**src/rtl/simon_pkg.sv**
```systemverilog
// Shared definitions for the Simon game datapath: memory geometry, colour codes
// and the playback FSM state encoding.
package simon_pkg;

    localparam int DATA_W = 6;
    localparam int ADDR_W = 5;

    typedef enum logic [2:0] {IDLE, FETCH, LATCH, ON, OFF, DONE} play_state_t;

    typedef logic [DATA_W-1:0] colour_t;

    function automatic int maxOf(input int a, input int b);
        return (a > b) ? a : b;
    endfunction

endpackage

```
**src/rtl/phase_timer.sv**
```systemverilog
// Loadable down-counter shared by the ON and OFF display phases; it parks at
// zero once it gets there and flags that condition.
module phase_timer #(
    parameter int W = 3
) (
    input  logic         clk,
    input  logic         rst_n,
    input  logic         load_i,
    input  logic [W-1:0] load_val_i,
    output logic         zero_o
);
    logic [W-1:0] count_q;
    logic [W-1:0] count_d;

    always_comb begin
        count_d = count_q;
        if (load_i) begin
            count_d = load_val_i;
        end else if (count_q != '0) begin
            count_d = count_q - 1'b1;
        end
    end

    always_ff @(posedge clk or negedge rst_n) begin
        if (!rst_n) begin
            count_q <= '0;
        end else begin
            count_q <= count_d;
        end
    end

    assign zero_o = (count_q == '0);

endmodule

```
**src/rtl/sequence_player.sv**
```systemverilog
// Plays back the first `level` colours of the sequence memory on `led`, one
// fetch/latch/on/off round per element, then pulses `done`.
module sequence_player
    import simon_pkg::*;
#(
    parameter int DATA_W     = simon_pkg::DATA_W,
    parameter int ADDR_W     = simon_pkg::ADDR_W,
    parameter int ON_CYCLES  = 4,
    parameter int OFF_CYCLES = 2
) (
    input  logic              clk,
    input  logic              rst_n,
    input  logic              start,
    input  logic              abort,
    input  logic [ADDR_W:0]   level,
    output logic [ADDR_W-1:0] r_ptr,
    output logic              r_en,
    input  logic [DATA_W-1:0] data_Out,
    output logic [DATA_W-1:0] led,
    output logic              busy,
    output logic              done
);
    localparam int TW = $clog2(maxOf(ON_CYCLES, OFF_CYCLES) + 1);

    play_state_t       state_q, state_d;
    logic [ADDR_W:0]   index_q, index_d;
    logic [ADDR_W:0]   lvl_q, lvl_d;
    logic [DATA_W-1:0] led_q, led_d;
    logic [ADDR_W-1:0] r_ptr_q, r_ptr_d;
    logic              r_en_q, busy_q, done_q;

    logic              tmr_load;
    logic [TW-1:0]     tmr_val;
    logic              tmr_zero;

    phase_timer #(.W(TW)) u_timer (
        .clk        (clk),
        .rst_n      (rst_n),
        .load_i     (tmr_load),
        .load_val_i (tmr_val),
        .zero_o     (tmr_zero)
    );

    // Outputs are registered from the next state so each one is visible for
    // exactly the cycle its state occupies.
    always_comb begin
        state_d  = state_q;
        index_d  = index_q;
        lvl_d    = lvl_q;
        led_d    = led_q;
        tmr_load = 1'b0;
        tmr_val  = '0;

        case (state_q)
            IDLE: begin
                if (start) begin
                    lvl_d   = level;
                    index_d = '0;
                    state_d = (level == '0) ? DONE : FETCH;
                end
            end
            FETCH: begin
                state_d = LATCH;
            end
            LATCH: begin
                led_d    = data_Out;
                tmr_load = 1'b1;
                tmr_val  = TW'(ON_CYCLES - 1);
                state_d  = ON;
            end
            ON: begin
                if (tmr_zero) begin
                    led_d    = '0;
                    tmr_load = 1'b1;
                    tmr_val  = TW'(OFF_CYCLES - 1);
                    state_d  = OFF;
                end
            end
            OFF: begin
                if (tmr_zero) begin
                    index_d = index_q + 1'b1;
                    state_d = (index_d == lvl_q) ? DONE : FETCH;
                end
            end
            DONE: begin
                state_d = IDLE;
            end
            default: begin
                state_d = IDLE;
            end
        endcase

        if (abort) begin
            state_d  = IDLE;
            index_d  = '0;
            led_d    = '0;
            tmr_load = 1'b1;
            tmr_val  = '0;
        end
    end

    assign r_ptr_d = (state_d == FETCH) ? index_d[ADDR_W-1:0] : r_ptr_q;

    always_ff @(posedge clk or negedge rst_n) begin
        if (!rst_n) begin
            state_q <= IDLE;
            index_q <= '0;
            lvl_q   <= '0;
            led_q   <= '0;
            r_ptr_q <= '0;
            r_en_q  <= 1'b0;
            busy_q  <= 1'b0;
            done_q  <= 1'b0;
        end else begin
            state_q <= state_d;
            index_q <= index_d;
            lvl_q   <= lvl_d;
            led_q   <= led_d;
            r_ptr_q <= r_ptr_d;
            r_en_q  <= (state_d == FETCH);
            busy_q  <= (state_d != IDLE);
            done_q  <= (state_d == DONE);
        end
    end

    assign r_ptr = r_ptr_q;
    assign r_en  = r_en_q;
    assign led   = led_q;
    assign busy  = busy_q;
    assign done  = done_q;

endmodule

```
**config.mk**
```make
export PLATFORM = sky130hd
export DESIGN_NAME = sequence_player
export DESIGN_NICKNAME = d
export VERILOG_FILES = /design/src/rtl/simon_pkg.sv /design/src/rtl/phase_timer.sv /design/src/rtl/sequence_player.sv
export SDC_FILE = /design/constraint.sdc
export NUM_CORES = 1
export LEC_CHECK = 0
export ABC_AREA = 0
export CAP_MARGIN = 0
export CORE_MARGIN = 1.5
export CORE_UTILIZATION = 56
export DETAILED_ROUTE_END_ITERATION = 16
export GPL_ROUTABILITY_DRIVEN = 0
export PLACE_DENSITY_LB_ADDON = 0.15
export SLEW_MARGIN = 20
export SYNTH_ARGS = -nofsm -noshare
export SYNTH_HDL_FRONTEND = slang
export SYNTH_SLANG_ARGS = --single-unit
```
**constraint.sdc**
```tcl
create_clock -name clk -period 4.8 [get_ports clk]
set_clock_uncertainty 0.2 [all_clocks]
set_input_delay 0.48 -clock clk [delete_from_list [all_inputs] [get_ports clk]]
set_output_delay 0.48 -clock clk [all_outputs]
set_load 0.01 [all_outputs]
```
==> impl_metrics.csv <==
group,metric,value,unit
synthesis,ys_types,43,
run_status,failed_checks,"design-rule violations",
layout,synthToLayoutAreaGrowth,23.2,%
layout,drive_gt1_share,15.7,%
grt,use_met1,31.5,%
die,io_pins,30,
place,dp_hpwl,2460,µm
sta,holdWs,0.312,ns
setup_path,r2r_end,"index_q[5]$_DFFE_PN0P_",
synthesis,synth_top_family_by_area,"simple AND/OR/NAND/NOR gates",
flow_run,max_cap_viol_count,0,
setup_path,crit_family,"simple AND/OR/NAND/NOR gates",
setup_path,critPathRequiredTime,4.86,ns
sta,rsz0062_at_grt,"false",
power_and_ir_drop,clockPowerShare,26.9,%
power_and_ir_drop,peakVddDrop,0.213,mV
synthesis,synth-warning-count,0,
setup_path,start_kind,"flip-flop",
grt,first_global_vias,1232,
setup_path,critPathKind,"reg -> reg",
worst_hold_path,hold_end,"u_timer.count_q[0]$_DFFE_PN0P_",
clocking,cts.htree.levels,2,
grt,grt_pass1_wl,5890,µm
clocking,path_clk_slew,0.10,ns
setup_path,slowest_stage,"nor2b_1",
synthesis,syn_inst,151,
place,portBuffers,29,
sta,tns,0,ns
clocking,clock-sinks,32,
sta,worstMarginPinSlew,0.670,ns
power_and_ir_drop,switchingPower,0.250,mW
die,dieWidth,57.8,µm
sta,max-slew-margin-rel,55.2,%
clocking,clk_latency,0.34,ns
sta,drv_slew,0,
power_and_ir_drop,power_frac_comb,29.0,%
power_and_ir_drop,seq_power_share,44.1,%
setup_path,r2r_cells,7,
layout,layout_commonest_cell,"dfrtp_1",
sta,timing_hold_violations_final,0,
synthesis,yosys.area_share.simple,21.7,%
power_and_ir_drop,switching_share,32.5,%
clocking,cts_inserted_buffers,5,
power_and_ir_drop,p_per_area,371,nW/µm²
layout,final_area,2070,µm²
detailed_routing,drt-initial-drc-count,49,
synthesis,syn_area,1680,µm²
synthesis,synth_nets,170,
synthesis,yosysSeqAreaShare,47.7,%
grt,antenna_found_initial,0,
die,num_rows,19,
place,dpl_worst_slack,2.17,ns
sta,finalSetupViolations,0,
detailed_routing,wl_per_cell,15.7,µm
setup_path,critical_path_arrival,2.61,ns
clocking,cts-root-buf,"clkbuf_4",
place,dpl_cell_area,1990,µm²
synthesis,ys_ff_latch,32,
die,die_h,57.8,µm
clocking,cts.repair.resized,0,
grt,busiest_layer,"met2",
setup_path,crit_chain,"inv_1 -> ha_1 -> nor2b_1 -> nand2_2 -> or3_1 -> or2_0 -> a21oi_1",
synthesis,synthArstFlopShare,100,%
die,coreArea,2810,µm²
synthesis,synth_flop_cell,"dfrtp_1",
layout,nets,203,
synthesis,synth_edf_count,0,
worst_hold_path,min_path_cells,1,
synthesis,avgSynthCellArea,11.1,µm²
synthesis,synth_fa_ha_area_share,2.24,%
detailed_routing,drt-pass1-iter-count,10,
setup_path,crit-reg2reg-launch,"u_timer.count_q[0]$_DFFE_PN0P_",
clocking,cts_tree,"built",
setup_path,critPathMaxStageDelay,0.58,ns
grt,grt-ovfl-total,0,
detailed_routing,routed_wl,3390,µm
sta,period_needed,2.55,ns
setup_path,crit_fanout,10,
detailed_routing,vias,1274,
setup_path,worst-r2r-setup-slack,2.25,ns
power_and_ir_drop,internal_power,0.518,mW
clocking,clock_path_buffers,2,
grt,use_met3,8.26,%
synthesis,synth-compound-area-share,11.5,%
setup_path,setup.worst_path.end_class,"flip-flop",
synthesis,muxShareOfSynthArea,9.69,%
detailed_routing,drtAntennaViolNets,0,
grt,grtUsageTotal,23.8,%
detailed_routing,viasPerCell,5.90,
worst_hold_path,hold_class,"reg -> reg",
sta,fin_crit_sh,53.1,%
power_and_ir_drop,p_leak,0.888,nW
setup_path,cp_num_buf_inv,1,
layout,antenna_cells,0,
clocking,cts_hold_buf,0,
clocking,cts_setup_buffers,0,
grt,grtUsageMet2,37.2,%
die,initial_core_util,59.9,%
synthesis,synthXorXnorAreaFrac,4.69,%
worst_hold_path,min_from,"u_timer.count_q[0]$_DFFE_PN0P_",
layout,final_cell_mix,"dfrtp_1, clkdlybuf4s50_1, nor2_1",
die,die-area,3340,µm²
sta,fin_ws,2.25,ns
sta,max_freq,393,MHz
run_status,status,"finished, violations left",
grt,grt_max_degree,33,
detailed_routing,drc,6,
[how the worst max path moves through the flow]
stage / start / end / slack, ns / cells past startpoint
3_5_place_dp: start / r_ptr[2]$_DFFE_PN0N_ / 2.17 / 6
6_report: u_timer.count_q[0]$_DFFE_PN0P_ / index_q[5]$_DFFE_PN0P_ / 2.25 / 7
2_1_floorplan: index_q[0]$_DFF_PN0_ / r_ptr[0]$_DFFE_PN0N_ / 2.66 / 6
3_3_place_gp: start / r_ptr[2]$_DFFE_PN0N_ / 2.21 / 6
5_1_grt: u_timer.count_q[0]$_DFFE_PN0P_ / index_q[5]$_DFFE_PN0P_ / 2.03 / 7
4_1_cts: u_timer.count_q[0]$_DFFE_PN0P_ / index_q[5]$_DFFE_PN0P_ / 2.26 / 7
[power groups by stage]
stage	sequential, mW	clock [mW]	combinational [mW]
floorplan	0.336	0	0.166
global placement	0.341	0	0.215
detailed placement	0.342	0	0.221
CTS	0.338	0.207	0.223
global route	0.343	0.221	0.248
finish	0.338	0.206	0.223
[metal layers]
metal / up-vias / part of all wire, %
li1: 599 / -
met1: 616 / 44
met2: 55 / 48
met3: 4 / 7.6
met4: 0 / 0.68
met5: - / 0
[flip-flops by register name, indices dropped and copies added, names as in the netlist]
register,count
index_q,6
led,6
r_en,1
lvl_q,6
state_q,3
r_ptr,5
busy,1
u_timer.count_q,3
done,1
[synth_stat cells (2+ instances only)]
master | n | area, µm²
a21oi_1 | 8 | 40.0
a22o_1 | 5 | 43.8
a311oi_1 | 2 | 17.5
buf_4 | 2 | 15.0
dfrtp_1 | 32 | 801
ha_1 | 3 | 37.5
inv_1 | 5 | 18.8
mux2_2 | 6 | 67.6
mux2_4 | 5 | 75.1
mux2i_1 | 2 | 20.0
nand2_1 | 5 | 18.8
nand2_2 | 2 | 12.5
nand2b_1 | 4 | 25.0
nand3_1 | 9 | 45.0
nand3b_1 | 3 | 22.5
nand4_1 | 2 | 12.5
nor2_1 | 14 | 52.6
nor2b_1 | 6 | 37.5
nor3_1 | 2 | 10.0
o21ai_0 | 4 | 20.0
xnor2_1 | 5 | 43.8
xor2_1 | 4 | 35.0
[area by class of cell]
class / instances / area (µm²)
clock buffer: 6 / 41.3
sequential: 32 / 801
multi-input combinational: 110 / 836
clock inverter: 2 / 35.0
tap: 31 / 38.8
timing repair buffer: 30 / 298
fill: 204 / 737
inverter: 5 / 18.8
[cells by family (layout without fill, tap and decap cells)]
logic type	count (synthesis)	in the layout
simple gates	60	60
flops	32	32
compound gates	25	25
mux	13	13
xor+xnor	9	9
buf+inv	9	43
fa+ha+maj	3	3
[through the flow]
step	utilization, %	power [mW]	instances
2_1_floorplan	-	0.502	151
3_3_place_gp	71.0	0.556	208
3_5_place_dp	71.0	0.564	208
4_1_cts	73.7	0.768	216
5_1_grt	73.7	0.813	216
6_report	73.7	0.767	216
Note: power is estimated with default switching activity, not from simulation.
